===== src/rtl/am29_pkg.sv =====
// Shared opcodes and constants for the am29 bitslice family.
// Opcode values match the 4-bit instruction port of the am2914 interrupt controller.
package am29_pkg;

    localparam logic [3:0] AM2914_NOP      = 4'd0;
    localparam logic [3:0] AM2914_MCLR     = 4'd1;
    localparam logic [3:0] AM2914_CLR_ALL  = 4'd2;
    localparam logic [3:0] AM2914_CLR_BUS  = 4'd3;
    localparam logic [3:0] AM2914_CLR_VEC  = 4'd4;
    localparam logic [3:0] AM2914_READ_VEC = 4'd5;
    localparam logic [3:0] AM2914_LD_STAT  = 4'd6;
    localparam logic [3:0] AM2914_RD_STAT  = 4'd7;
    localparam logic [3:0] AM2914_LD_MASK  = 4'd8;
    localparam logic [3:0] AM2914_RD_MASK  = 4'd9;
    localparam logic [3:0] AM2914_SET_MASK = 4'd10;
    localparam logic [3:0] AM2914_CLR_MASK = 4'd11;
    localparam logic [3:0] AM2914_ENA      = 4'd12;
    localparam logic [3:0] AM2914_DIS      = 4'd13;
    localparam logic [3:0] AM2914_RD_PEND  = 4'd14;
    localparam logic [3:0] AM2914_NOP_F    = 4'd15;

    // A status of 8 is above every vector index, so it disables all requests.
    localparam logic [3:0] AM2914_STAT_DIS = 4'd8;

    function automatic logic [3:0] am2914_sat_status(input logic [3:0] value);
        return (value > AM2914_STAT_DIS) ? AM2914_STAT_DIS : value;
    endfunction

endpackage


===== src/rtl/am2914_prio.sv =====
// Combinational 8-to-3 priority encoder; bit 7 has the highest priority.
// valid is low when no request is set, in which case idx is 0.
module am2914_prio (
    input  logic [7:0] req,
    output logic [2:0] idx,
    output logic       valid
);

    always_comb begin
        idx   = 3'd0;
        valid = 1'b0;
        // Ascending scan: the last set bit seen is the highest one.
        for (int i = 0; i < 8; i++) begin
            if (req[i]) begin
                idx   = 3'(i);
                valid = 1'b1;
            end
        end
    end

endmodule


===== src/rtl/am2914.sv =====
// Vectored priority interrupt controller: latches 8 requests, masks them,
// compares the highest against a nesting status and encodes a 3-bit vector.
module am2914
    import am29_pkg::*;
(
    input  logic       clk,
    input  logic       rst,
    input  logic [7:0] irq,
    input  logic [3:0] instr,
    input  logic [7:0] d_in,
    output logic [7:0] d_out,
    output logic       d_oe,
    output logic [2:0] vec,
    output logic       int_req,
    output logic       any_pend
);

    logic [7:0] pend_reg, pend_next;
    logic [7:0] mask_reg, mask_next;
    logic [3:0] status_reg, status_next;
    logic       ien_reg, ien_next;
    logic [2:0] vec_reg, vec_next;
    logic [7:0] d_out_reg, d_out_next;
    logic       d_oe_reg, d_oe_next;

    logic [7:0] act;
    logic [2:0] top;
    logic       top_valid;
    logic       top_hit;
    logic [7:0] clr;
    logic [7:0] vec_onehot;
    logic [7:0] top_onehot;

    assign act = pend_reg & ~mask_reg;

    am2914_prio u_prio (
        .req   (act),
        .idx   (top),
        .valid (top_valid)
    );

    // Status 8 can never be reached by a 3-bit top, so it suppresses everything.
    assign top_hit  = top_valid && ({1'b0, top} >= status_reg);
    assign any_pend = top_valid;
    assign int_req  = ien_reg & top_hit;

    generate
        for (genvar gi = 0; gi < 8; gi++) begin : g_onehot
            assign vec_onehot[gi] = (vec_reg == 3'(gi));
            assign top_onehot[gi] = (top == 3'(gi));
        end
    endgenerate

    always_comb begin
        clr         = 8'h00;
        mask_next   = mask_reg;
        status_next = status_reg;
        ien_next    = ien_reg;
        vec_next    = vec_reg;
        d_out_next  = d_out_reg;
        d_oe_next   = 1'b0;

        unique case (instr)
            AM2914_CLR_ALL:  clr = 8'hFF;
            AM2914_CLR_BUS:  clr = d_in;
            AM2914_CLR_VEC:  clr = vec_onehot;
            AM2914_READ_VEC: begin
                d_oe_next = 1'b1;
                if (top_hit) begin
                    vec_next    = top;
                    clr         = top_onehot;
                    status_next = {1'b0, top} + 4'd1;
                    d_out_next  = {5'b0, top};
                end else begin
                    d_out_next  = {5'b0, vec_reg};
                end
            end
            AM2914_LD_STAT:  status_next = am2914_sat_status(d_in[3:0]);
            AM2914_RD_STAT: begin
                d_oe_next  = 1'b1;
                d_out_next = {4'b0, status_reg};
            end
            AM2914_LD_MASK:  mask_next = d_in;
            AM2914_RD_MASK: begin
                d_oe_next  = 1'b1;
                d_out_next = mask_reg;
            end
            AM2914_SET_MASK: mask_next = mask_reg | d_in;
            AM2914_CLR_MASK: mask_next = mask_reg & ~d_in;
            AM2914_ENA:      ien_next  = 1'b1;
            AM2914_DIS:      ien_next  = 1'b0;
            AM2914_RD_PEND: begin
                d_oe_next  = 1'b1;
                d_out_next = pend_reg;
            end
            default: ;
        endcase

        // New requests win over a clear issued in the same cycle.
        pend_next = (pend_reg & ~clr) | irq;
    end

    always_ff @(posedge clk) begin
        if (rst || instr == AM2914_MCLR) begin
            pend_reg   <= 8'h00;
            mask_reg   <= 8'h00;
            status_reg <= 4'd0;
            ien_reg    <= 1'b0;
            vec_reg    <= 3'd0;
            d_out_reg  <= 8'h00;
            d_oe_reg   <= 1'b0;
        end else begin
            pend_reg   <= pend_next;
            mask_reg   <= mask_next;
            status_reg <= status_next;
            ien_reg    <= ien_next;
            vec_reg    <= vec_next;
            d_out_reg  <= d_out_next;
            d_oe_reg   <= d_oe_next;
        end
    end

    assign vec   = vec_reg;
    assign d_out = d_out_reg;
    assign d_oe  = d_oe_reg;

endmodule


===== config.mk =====
export PLATFORM = sky130hd
export DESIGN_NAME = am2914
export DESIGN_NICKNAME = d
export VERILOG_FILES = /design/src/rtl/am29_pkg.sv /design/src/rtl/am2914_prio.sv /design/src/rtl/am2914.sv
export SDC_FILE = /design/constraint.sdc
export NUM_CORES = 1
export LEC_CHECK = 0
export BUFFER_PORTS_ARGS = -buffer_cell sky130_fd_sc_hd__buf_2
export CORE_MARGIN = 1
export CORE_UTILIZATION = 50
export CTS_CLUSTER_DIAMETER = 60
export CTS_CLUSTER_SIZE = 20
export DETAILED_ROUTE_END_ITERATION = 10
export GPL_TIMING_DRIVEN = 0
export PLACE_DENSITY_LB_ADDON = 0.2
export SKIP_LAST_GASP = 1
export SYNTH_ARGS = -nofsm -noshare
export SYNTH_HDL_FRONTEND = slang
export SYNTH_SLANG_ARGS = --single-unit

===== constraint.sdc =====
create_clock -name clk -period 6.8 [get_ports clk]
set_input_delay 1.02 -clock clk [delete_from_list [all_inputs] [get_ports clk]]
set_output_delay 1.02 -clock clk [all_outputs]
set_load 0.02 [all_outputs]

# --- Word-level counts from Yosys, hierarchy flattened ---
# Index checks and enable logic that the tools add are counted.
totals:
  register_bits: 33
  input_bits: 22
  output_inout_bits: 14
  elab_cells: 84
classes:
  add_sub_neg: 1
  magnitude_cmp: 2
  n_eq_ne: 29
  n_mux: 25
  n_bitwise: 9
  reduce_logical: 11
ops:
  columns: ["cell", "n"]
  rows:
  - ["$pmux W8 S4", 2]
  - ["$eq A4 B4 Y1 const B", 7]
  - ["$and A8 B8 Y8", 3]
  - ["$eq A3 B3 Y1 const B", 8]
  - ["$not A8 Y8", 3]
  - ["$pmux W8 S3", 1]
  - ["$eq A4 B3 Y1 const B", 4]
  - ["$or A8 B8 Y8", 2]
  - ["$mux W3", 5]
  - ["$eq A3 B2 Y1 const B", 4]
  - ["$mux W1", 10]
  - ["$eq A4 B2 Y1 const B", 2]
  - ["$mux W4", 2]
  - ["$mux W8", 1]
  - ["$pmux W4 S2", 1]
  - ["$eq A3 B1 Y1 const B", 2]
  - ["$logic_not A3 Y1", 2]
  - ["$add A3 B1 Y4 const B", 1]
  - ["$eq A4 B1 Y1 const B", 1]
  - ["$ge A3 B4 Y1", 1]
  - ["$gt A4 B4 Y1 const B", 1]
  - ["$mux W2", 2]
  - ["$reduce_and A2 Y1", 2]
  - ["$reduce_bool A2 Y1", 2]
  - ["other kinds (8)", 8]

# --- Logic depth before layout (Yosys ltp) ---
# Gate-level depths: netlist of the first run.
logic_depth:
  ltp_word: 16
  depth_mapped: 11
  ltp_nobuf: 10

# --- Modules after synthesis ---
# From an unflattened synthesis of the first run, not the netlist that was laid out.
hier_totals:
  cells_unflattened: 273
  area_unflattened_um2: 2108.3
by_module_without_submodules:
  columns: ["mod", "instances", "cells_each", "area_per_inst_um2", "seq_area_each_um2"]
  rows:
  - ["am2914", 1, 261, 2050.7, 660.6]
  - ["am2914_prio", 1, 12, 57.6, 0.0]

# --- Worst setup path before layout of the first run ---
# Ideal clock, no wire load.
synth_path:
  path_kind: "register -> output"
  startpoint: "register pend_reg[3]"
  endpoint: "output port int_req"
  arrival_ns: 2.438
  required_time_ns: 5.780
  path_slack_ns: 3.342
  path_stages_with_launch: 10
  n_path_buf: 0
  cell_sequence: "dfxtp_1 -> nor2b_1 -> a21oi_1 -> o31ai_1 -> inv_1 -> ha_1 -> nand2b_1 -> a31oi_1 -> a211oi_1 -> and2_1"
synth_between:
  elab_chain_len: 9
  word_cells_on_any_way: 14
  classes_between: "1 x order compare; 10 x mux; 2 x bitwise; 1 x reduce/logical"
synth_lines:
  columns: ["element", "line", "rtl"]
  rows:
  - ["start: declaration", "am2914.sv:18", "logic [7:0] pend_reg, pend_next;"]
  - ["start signal: assignment", "am2914.sv:113", "pend_reg <= pend_next;"]
  - ["$and A8 B8 Y8", "am2914.sv:34", "assign act = pend_reg & ~mask_reg;"]
  - ["$mux W2", "am2914_prio.sv:14", "if (req[i]) begin"]
  - ["$mux W3 (4 in series)", "am2914_prio.sv:14", null]
  - ["net top[0]", "am2914.sv:27", "logic [2:0] top;"]
  - ["$ge A3 B4 Y1", "am2914.sv:43", "assign top_hit = top_valid && ({1'b0, top} >= status_reg);"]
  - ["$logic_and A1 B1 Y1", "am2914.sv:43", null]
  - ["$and A1 B1 Y1", "am2914.sv:45", "assign int_req = ien_reg & top_hit;"]
  - ["end: declaration", "am2914.sv:14", "output logic int_req,"]
# The timed path passes the listed nets, and every way through them passes these cells.

# --- Worst setup path in the final report of the first run ---
# Same ends and word-level chain as after synthesis.

==> results.md, run 1 <==
- Status: finished, final reports clean
- Area grow syn2layout: 15.8%
- Yosys cell types: 53
- Max Slew Vio Count: 0
- Placement Setup Slack: 2.62 ns
- Resize count post-CTS: 0
- Total CTS buffers: 5
- Critical path peak fanout: 6
- IO buf count: 34
- Hold WC Path Type: flop to flop
- Vias per Instance: 5.91
- Synth async-reset ratio: 0
- Multi-input gate area: 1340 µm²
- Peak Freq: 219 MHz
- Final Power: approximately 500 µW
- Seq/Total Area, Yosys: 0.313
- Vias: 2,081
- Ant. Diodes: 0
- Die Ht: 66.9 µm
- Global-route usage over all layers: 0.294
- Post-Syn Area: 2110 µm²
- WP data required: 5.78 ns
- Syn Nets: 291
- Clk slew on worst S/H paths: 0.07 ns
- Post-CTS Hold Buffers: 0
- Setup Total Neg Slack: 0 ns
- Post-Synth Simple-Gate Area: 0.247
- Antenna violations before repair: 0
- Slew @ Worst Pin: 0.840 ns
- Initial DRT Pass Iterations: 4
- Worst vdd ir: 137 µV
- Largest family of logic cells by synthesized area: compound AO/OA/AOI/OAI gates
- CTS H-tree lvls: 2
- CTS tree: built
- Final Hold Fails: 0
- Synthesized instance count: 260
- Rows: 23
- Critical path type: flop to output pin
- Delay-heaviest family, CP: compound AO/OA/AOI/OAI gates
- Critical path startpoint category: flop
- Antenna Nets Post-Route: 0
- Pin count of the biggest net entering global routing: 11
- Synth Area in Compound Gates: 0.320
- Finished Core Util: 0.606
- Insertion delay to the later sink of the worst-skew pair: 0.29 ns
- Total grt overflow: 0
- Max_slew headroom: 0.435
- Buf/Inv on CP: 2
- CP max stage cell: o31ai_1
- First-pass GRT wire length: 9.40 mm
- Area of the die: about 4500 µm²
- Gp weighted congestion: 0.906
- Mapped Avg Cell Area: 8.11 µm²
- Crit. End Element: output pin
- Initial Util: 0.523
- Final Critical Period: roughly 4.6 ns
- Deepest clock path buffer count: 2
- HPWL Detailed: 4.57 mm
- WL/cell: 17.0 µm
- IO Pins: 36
- PD cells: 202 nW/µm²
- Core area: about 4000 µm²
- Initial DRC Count: 205
- Number of synthesized flops with an enable pin: 0
- Cell Chain, Critical Path: nor2b_1 > a21oi_1 > o31ai_1 > inv_1 > ha_1 > nand2b_1 > a31oi_1 > a211oi_1 > and2_1 > buf_2
- PnR worst setup slack: 2.24 ns
- Clk_skew: around 0.0042 ns
- Post-CTS Setup Inserts: 0
- Post-synthesis adder-cell area fraction: 0.0534
- Storage element area: ~660 µm²
- Unrepaired setup endpoints after global routing: false
- Die span in x: 66.9 µm
- Fill cells: 392
- Mux share of post-synthesis cell area: 0.00950
- Synth Register Bits: 33
- Ys flop type: dfxtp_1
- Peak per-stage delay on the critical path: 0.70 ns
- DRC Markers: 0
- Wire length after detailed routing: 6.00 mm
- Max-cap violations: 0
- Final period utilization: 0.670
- Root Buffer: clkbuf_8
- Final setup fails: 0
- Layout cell share with drive strength beyond 1: 0.175
- CP arrival: 3.54 ns
- # nets final: 332
- Leakage: 0.000988 µW
- Clock Sinks: 33
- Vias in the first global route: 1,877
- Synth Area in XOR/XNOR: 0.00415
- Yosys warns: 0
## final cells by class
| type | instances | area share |
|---|---|---|
| inverters | 13 | 0.0210 |
| plain buffers | 15 | 0.0241 |
| repair buffers | 34 | 0.0697 |
| clock buffers | 7 | 0.0394 |
| well taps | 50 | 0.0256 |
| multi-input cells | 199 | 0.548 |
| flip-flops and latches | 33 | 0.270 |
| clock inverters | 1 | 0.00205 |
## layer usage
| metal | vias up | share of wire | track usage |
|---|---|---|---|
| li1 | 1028 | - | - |
| met1 | 966 | 0.46 | 0.380 |
| met2 | 76 | 0.47 | 0.477 |
| met3 | 11 | 0.050 | 0.0599 |
| met4 | 0 | 0.021 | 0.104 |
| met5 | - | 0 | 0 |
## cells in the mapped netlist (3+ instances only)
master / n / area share
o21a_1: 7 / 0.025
a22o_1: 8 / 0.033
nor2_1: 21 / 0.037
o31ai_1: 3 / 0.011
nand2_1: 17 / 0.030
dfxtp_1: 33 / 0.31
inv_1: 12 / 0.021
a31oi_1: 7 / 0.021
ha_1: 9 / 0.053
a211oi_1: 3 / 0.011
nand3b_1: 3 / 0.011
o221ai_1: 3 / 0.012
nand2b_1: 7 / 0.021
a22oi_1: 5 / 0.018
a21o_1: 3 / 0.011
o21ai_0: 18 / 0.043
nor2b_1: 23 / 0.068
a21oi_1: 18 / 0.043
nand3_1: 3 / 0.0071
clkbuf_1: 11 / 0.020
nor3_1: 5 / 0.012
## layout by cell type (no fill, tap or decap), types with 3 or more instances in the layout
master / Yosys / layout
o221ai_1: 3 / 3
clkbuf_8: 0 / 7
a21o_1: 3 / 3
a211oi_1: 3 / 3
nand3b_1: 3 / 3
dfxtp_1: 33 / 33
nor2b_1: 23 / 23
clkbuf_1: 11 / 11
ha_1: 9 / 9
a22oi_1: 5 / 5
a21oi_1: 18 / 18
a22o_1: 8 / 8
nor3_1: 5 / 5
a31oi_1: 7 / 7
nand2_1: 17 / 17
inv_1: 12 / 12
nand2b_1: 7 / 7
nand3_1: 3 / 3
o21ai_0: 18 / 18
buf_2: 2 / 36
o31ai_1: 3 / 3
o21a_1: 7 / 7
nor2_1: 21 / 21
## final timing paths
kind / startpoint / end / slack (ns) / depth (start not counted)
setup / recovery: pend_reg[3]$_SDFF_PP0_ / int_req / 2.24 / 10
setup reg to reg: pend_reg[3]$_SDFF_PP0_ / vec[1]$_SDFFE_PP0P_ / 3.10 / 11
hold reg to reg: mask_reg[7]$_SDFFE_PP0P_ / mask_reg[7]$_SDFFE_PP0P_ / 0.49 / 2
hold / removal: mask_reg[7]$_SDFFE_PP0P_ / mask_reg[7]$_SDFFE_PP0P_ / 0.49 / 2
## stage by stage
step / hold WS (ns) / std cells / instance area (µm²)
after floorplan: 0.451 / 260 / 2110
after global placement: 0.473 / 344 / 2340
after detailed placement: 0.480 / 344 / 2340
after CTS: 0.492 / 352 / 2440
after global routing: 0.521 / 352 / 2440
final: 0.492 / 352 / 2440
## tightest hold or removal path, cell delays in order, from the launching register on
cell     delay [ns]
dfxtp_1        0.32
o21ai_0        0.07
a21oi_1        0.06
## logic make-up after synthesis
kind of cell,count (synthesis)
AND/OR/NAND/NOR,93
AO/OA/AOI/OAI,94
XOR/XNOR,1
multiplexers,2
flip-flops,33
adder cells (fa/ha/maj),9
buffers and inverters,28
## power breakdown
part           internal, µW  switching [µW]
combinational          45.7            70.6
sequential              203            8.64
clock                  91.5            73.4
total                   340             153
Power figures use the tool's default switching activity.
==> inputs of run 2 (changes only) <==
--- a/config.mk
+++ b/config.mk
@@ -5,6 +5,7 @@
 export SDC_FILE = /design/constraint.sdc
 export NUM_CORES = 1
 export LEC_CHECK = 0
+export ABC_AREA = 1
 export BUFFER_PORTS_ARGS = -buffer_cell sky130_fd_sc_hd__buf_2
 export CORE_MARGIN = 1
 export CORE_UTILIZATION = 50
==> constraint.sdc (replaced) <==
create_clock -name clk -period 4.6 [get_ports clk]
set_input_delay 0.69 -clock clk [delete_from_list [all_inputs] [get_ports clk]]
set_output_delay 0.69 -clock clk [all_outputs]
set_load 0.02 [all_outputs]
==> run 2 against run 1 <==
  * Area after synthesis increased by 3.2%
  * Critical path depth grew 3
  * Total power increased by 46%
  * Flip-flop and latch count did not move
  * Worst hold slack lost 0.017 ns
  * Via count rose by 7.1%
  * Non-clock buffer count down 9
  * Global-route usage shrank 1.1 points
==> results.md, run 2 <==
- Die span in x: about 70 µm
- Root Buffer: clkbuf_8
- Placed Cells: just under 400
- Vias per Instance: 5.56
- Max_slew headroom: 0.719
- Wire length after detailed routing: 5.86 mm
- Unrepaired setup endpoints after global routing: false
- DP Area: 2400 µm²
- GR Util met3: 0.0650
- Area grow syn2layout: 14.3%
- Most used routing layer in global routing: met2
- Worst R2R Start: mask_reg[7]$_SDFFE_PP0P_
- Count leader, synth: nand2_1
- Slew @ Worst Pin: 0.422 ns
- CP dominant cell by count: inv_1
- Insertion delay to the later sink of the worst-skew pair: 0.30 ns
- Number of synthesized flops with an enable pin: 0
- Post-Syn Area: 2180 µm²
- Buf/Inv on CP: 4
- Clk_skew: between 0.008 and 0.009 ns
- Ys flop type: dfxtp_1
- Deepest clock path buffer count: 2
- Met1 GRT Util: 0.375
- CTS tree: built
- WL/cell: 14.6 µm
- Core area: between 4000 and 5000 µm²
- Total CTS buffers: 5
- DRC Markers: 0
- Hold endpoint: d_out[6]$_SDFFE_PP0P_
- Delay-heaviest family, CP: simple AND/OR/NAND/NOR gates
- Initial DRC Count: 186
- Layout cell share with drive strength beyond 1: 0.217
- Hold depth: 2
- Worst vdd ir: between 150 and 200 µV
- Most common cell after layout, fill and taps aside: nand2_1
- Antenna Nets Post-Route: 0
- Antenna violations before repair: 0
- Global-route usage over all layers: 0.283
- Synth cell count leaders: nand2_1 (56), inv_1 (47), dfxtp_1 (33), a21oi_1 (29), nor2_1 (24)
- WP data required: 3.91 ns
- # nets final: 381
- Cell Chain, Critical Path: inv_1 > nand2_1 > nand2_2 > nor2_8 > inv_1 > ha_1 > inv_1 > nor2_1 > nand2_1 > nand3_1 > nand2_8 > nor2_1 > buf_2
- Peak Freq: 320 MHz
- Initial DRT Pass Iterations: 5
- CTS H-tree lvls: 2
- Resize count post-CTS: 0
- Yosys warns: 0
- Final Critical Period: approximately 3.1 ns
- Initial Util: 0.532
- Peak per-stage delay on the critical path: between 0.3 and 0.4 ns
- Final Hold Fails: 0
- Synthesized instance count: 310
- Critical path startpoint category: flop
- Post-CTS Setup Inserts: 0
- Hold WC Path Type: flop to flop
- Gp weighted congestion: slightly below 1
- Area of the die: 4620 µm²
- Reg-to-reg critical path endpoint: status_reg[0]$_SDFFE_PP0P_
- Leakage: 0.00116 µW
- Leading area contributor after synthesis: dfxtp_1
- HP Start: d_out[6]$_SDFFE_PP0P_
- Commonest non-fill, non-tap cells in the layout: nand2_1 (56), inv_1 (47), buf_2 (36)
- Synth Register Bits: 33
- Clock Sinks: 33
- Finished Layout Cells: about 400
- Vias in the first global route: 1,951
- Rows: 23
- Clk slew on worst S/H paths: 0.06 ns
- Status: finished, final reports clean
- Final instance area: 2490 µm²
- Setup Total Neg Slack: 0 ns
- Critical path type: flop to output pin
- Yosys cell types: 33
- Final period utilization: 0.680
- Critical path peak fanout: 9
- IO Pins: 36
- Vias: 2,228
- Synth async-reset ratio: 0
- Ant. Diodes: 0
- Seq/Total Area, Yosys: 0.304
- Reg2Reg Setup Slack: 2.18 ns
- Total grt overflow: 0
- Final setup fails: 0
- Die Ht: between 60 and 70 µm
- Post-CTS Hold Buffers: 0
- IO buf count: 33
- Top cells by area, synth: dfxtp_1 (30%), nand2_1 (9.7%), inv_1 (8.1%)
- CP max stage cell: dfxtp_1
- First-pass GRT wire length: between 9 and 10 mm
- CP arrival: 2.44 ns
- Crit. End Element: output pin
- Max Slew Vio Count: 0
- Met2 Use GR: 0.467
- Pin count of the biggest net entering global routing: 11
- Reg2Reg Depth: 16
- Syn Nets: roughly 340
- Max-cap violations: 0
- HPWL Detailed: 4.51 mm
- Mapped Avg Cell Area: approximately 7.0 µm²
- Top cell type's share of synthesized area: 0.304
- PD cells: 289 nW/µm²
- Final Power: around 720 µW
[run 2: changes by cell type after synthesis, moves of 7 or more]
| cell | before | now |
|---|---|---|
| nand2_1 | 17 | 56 |
| inv_1 | 12 | 47 |
| nand2_2 | 0 | 7 |
| nand3_1 | 3 | 14 |
| nor2b_1 | 23 | 0 |
| a21oi_1 | 18 | 29 |
| o21a_1 | 7 | 0 |
| nand4_1 | 0 | 11 |
| a22o_1 | 8 | 0 |
| clkbuf_1 | 11 | 1 |
| nand2b_1 | 7 | 0 |
[run 2: worst max path at each step]
stage | startpoint | end | slack [ns] | depth (start not counted)
after floorplan | mask_reg[7]$_SDFFE_PP0P_ | int_req | 2.05 | 12
after global placement | mask_reg[7]$_SDFFE_PP0P_ | int_req | 1.81 | 13
after detailed placement | mask_reg[7]$_SDFFE_PP0P_ | int_req | 1.77 | 13
after CTS | mask_reg[7]$_SDFFE_PP0P_ | int_req | 1.45 | 13
after global routing | mask_reg[7]$_SDFFE_PP0P_ | int_req | 1.32 | 13
final | mask_reg[7]$_SDFFE_PP0P_ | int_req | 1.47 | 13
[run 2: tightest hold or removal path: cells and delay by family, from the launching register on]
| kind | cells | cell delay [ns] |
|---|---|---|
| AO/OA/AOI/OAI | 1 | 0.06 |
| AND/OR/NAND/NOR | 1 | 0.06 |
| flip-flops | 1 | 0.31 |
[run 2: where the power goes]
| part | switching [µW] | internal, µW |
|---|---|---|
| registers | 11.7 | 301 |
| clock network | 114 | 105 |
| logic | 124 | 62.6 |
| total | 250 | 468 |
[run 2: logic make-up (layout without fill, tap and decap cells)]
family / after synthesis / count (layout) / share of synthesized area
DFF: 33 / 33 / 0.304
adders and majority gates: 9 / 9 / 0.0518
and+or+nand+nor: 138 / 138 / 0.348
AOI/OAI and AO/OA: 70 / 70 / 0.183
buffers and inverters: 60 / 101 / 0.113
[run 2: metrics by stage]
stage	hold WS, ns	util	setup WS [ns]
5_1_grt	0.503	0.608	1.32
2_1_floorplan	0.454	-	2.05
6_report	0.475	0.608	1.47
3_3_place_gp	0.467	0.588	1.81
4_1_cts	0.481	0.608	1.45
3_5_place_dp	0.470	0.588	1.77
[run 2: layout make-up]
type	instances	area (µm²)
fill	409	1600
multi-input combinational	217	1270
sequential	33	661
inverter	53	204
timing repair buffer	33	165
clock buffer	6	72.6
tap	50	62.6
buffer	7	41.3
clock inverter	2	10.0
[run 2: metal layers]
layer | vias up | part of all wire
met5 | - | 0
met2 | 91 | 0.45
met1 | 1017 | 0.46
li1 | 1110 | -
met3 | 10 | 0.080
met4 | 0 | 0.011
==> inputs of run 3 (changes only) <==
==> constraint.sdc (replaced) <==
create_clock -name clk -period 2.6 [get_ports clk]
set_input_delay 0.39 -clock clk [delete_from_list [all_inputs] [get_ports clk]]
set_output_delay 0.39 -clock clk [all_outputs]
set_load 0.02 [all_outputs]
==> run 3 against run 2 <==
  * Cell count rose by 2.5%
  * Total power up 85%
  * Flip-flop and latch count stayed put
  * Via count up 0.90%
  * Critical path depth unchanged
  * Sequential share of layout area fell by 1.0 points
  * Sequential power rose by 77%
  * Utilization grew 2.4 points
  * Critical path type unchanged
  * Largest cell class unchanged
==> results.md, run 3 (synthesis gave the netlist of run 2 again) <==
- Initial Util: 0.532
- IO buf count: 33
- CTS H-tree lvls: 2
- # nets final: 391
- Slew @ Worst Pin: 0.427 ns
- Die span in x: 68.0 µm
- Root Buffer: clkbuf_8
- Most common cell after layout, fill and taps aside: nand2_1
- Leakage: 0.00121 µW
- Max_slew headroom: 0.715
- Gp weighted congestion: 0.961
- Ant. Diodes: 0
- Storage element area: 661 µm²
- Antenna Nets Post-Route: 0
- WL/cell: 14.6 µm
- Layout cell share with drive strength beyond 1: 0.255
- Core area: 4090 µm²
- WP data required: roughly 2.2 ns
- Max Slew Vio Count: 0
- Antenna violations before repair: 0
- Global-route usage over all layers: 0.284
- Max-cap violations: 0
- Wire length after detailed routing: around 6.0 mm
- Total CTS buffers: 5
- Final Critical Period: about 2.5 ns
- CP arrival: around 2.1 ns
- IO Pins: 36
- Total grt overflow: 0
- Critical path startpoint category: flop
- Fill cells: just under 400
- CP max stage cell: dfxtp_1
- Multi-input gate area: ~1300 µm²
- First-pass GRT wire length: 9.36 mm
- HPWL Detailed: 4.51 mm
- Vias: roughly 2,200
- Clock Sinks: 33
- Initial DRT Pass Iterations: 4
- Deepest clock path buffer count: 2
- Pin count of the biggest net entering global routing: 11
- Initial DRC Count: 202
- Final setup fails: 0
- Area grow syn2layout: 18.9%
- Unrepaired setup endpoints after global routing: false
- Hold WC Path Type: input pin to flop
- Clk slew on worst S/H paths: 0.07 ns
- PD cells: 513 nW/µm²
- Worst vdd ir: 284 µV
- Vias in the first global route: 1,962
- Peak Freq: between 400 and 500 MHz
- Insertion delay to the later sink of the worst-skew pair: 0.30 ns
- Clk_skew: 0.00828 ns
- Setup Total Neg Slack: 0 ns
- Final Hold Fails: 0
- Vias per Instance: 5.47
- Final period utilization: 0.957
- Finished Core Util: 0.633
- Commonest non-fill, non-tap cells in the layout: nand2_1 (53), inv_1 (46), buf_2 (35)
- Critical path peak fanout: 6
- Critical path type: flop to output pin
- Cell Chain, Critical Path: inv_1 > nand2_2 > nand2_2 > nor2_8 > inv_1 > ha_1 > inv_1 > nor2_1 > nand2_1 > nand3_4 > nand2_8 > nor2_2 > buf_4
- CP dominant cell by count: inv_1
- Status: finished, final reports clean
- Die Ht: 68.0 µm
- Area of the die: 4620 µm²
- CTS tree: built
- DRC Markers: 0
- Crit. End Element: output pin
- Rows: 23
- Peak per-stage delay on the critical path: 0.36 ns
-- run 3: cell types whose count changed in the layout (fill, tap and decap cells not counted) --
cell,change
buf_2,-1
buf_4,+11
inv_1,-1
inv_2,+1
nand2_1,-3
nand2_2,+3
nand3_1,-1
nand3_4,+1
nor2_1,-1
nor2_2,+1
-- run 3: final cells by class --
type,instances,share of cell area
buffer,7,0.0160
timing repair buffer,43,0.0939
clock buffer,6,0.0281
sequential,33,0.255
multi-input combinational,217,0.500
clock inverter,2,0.00387
inverter,53,0.0789
tap,50,0.0242
-- run 3: per-stage QoR --
step	total power, µW	instances	worst slack, ns	hold WS [ns]	instance area [µm²]
6_report	1330	411	0.111	0.322	2590
5_1_grt	1400	411	0.0185	0.316	2590
4_1_cts	1290	402	0.0190	0.321	2510
3_5_place_dp	891	393	0.0706	0.470	2400
3_3_place_gp	884	393	0.106	0.467	2400
2_1_floorplan	802	310	0.350	0.454	2180
-- run 3: where the power goes --
part | total [µW] | switching (µW) | internal (µW)
clock | 386 | 201 | 185
combinational | 388 | 238 | 150
sequential | 552 | 20.5 | 532
total | 1330 | 459 | 867
-- run 3: critical path: cells and delay by family, from the launching register on --
kind | cells | cell delay [ns]
and+or+nand+nor | 8 | 0.79
buffers and inverters | 4 | 0.33
adders and majority gates | 1 | 0.31
DFF | 1 | 0.36
-- run 3: worst paths after layout --
check	start	end	slack [ns]	cells past startpoint
max	mask_reg[7]$_SDFFE_PP0P_	int_req	0.11	13
min	irq[0]	pend_reg[0]$_SDFF_PP0_	0.32	3
max reg2reg	mask_reg[7]$_SDFFE_PP0P_	status_reg[0]$_SDFFE_PP0P_	0.32	17
min reg2reg	d_out[7]$_SDFFE_PP0P_	d_out[7]$_SDFFE_PP0P_	0.47	2
-- run 3: timing repair --
item / CTS / global route
gates resized for setup: 4 / 4
hold buffers: 0 / 0
endpoints found under the setup margin: 1 / 1
pin swaps: 2 / 1
buffers inserted: 1 / 9
-- run 3: per-layer routing --
metal / routed length, µm / part of all wire / GRT usage / up-vias
met3: 547 / 0.091 / 0.0650 / 6
met1: 2630 / 0.44 / 0.373 / 1032
met2: 2760 / 0.46 / 0.466 / 84
li1: - / - / - / 1126
met5: 0 / 0 / 0 / -
met4: 46 / 0.0077 / 0.0651 / 0
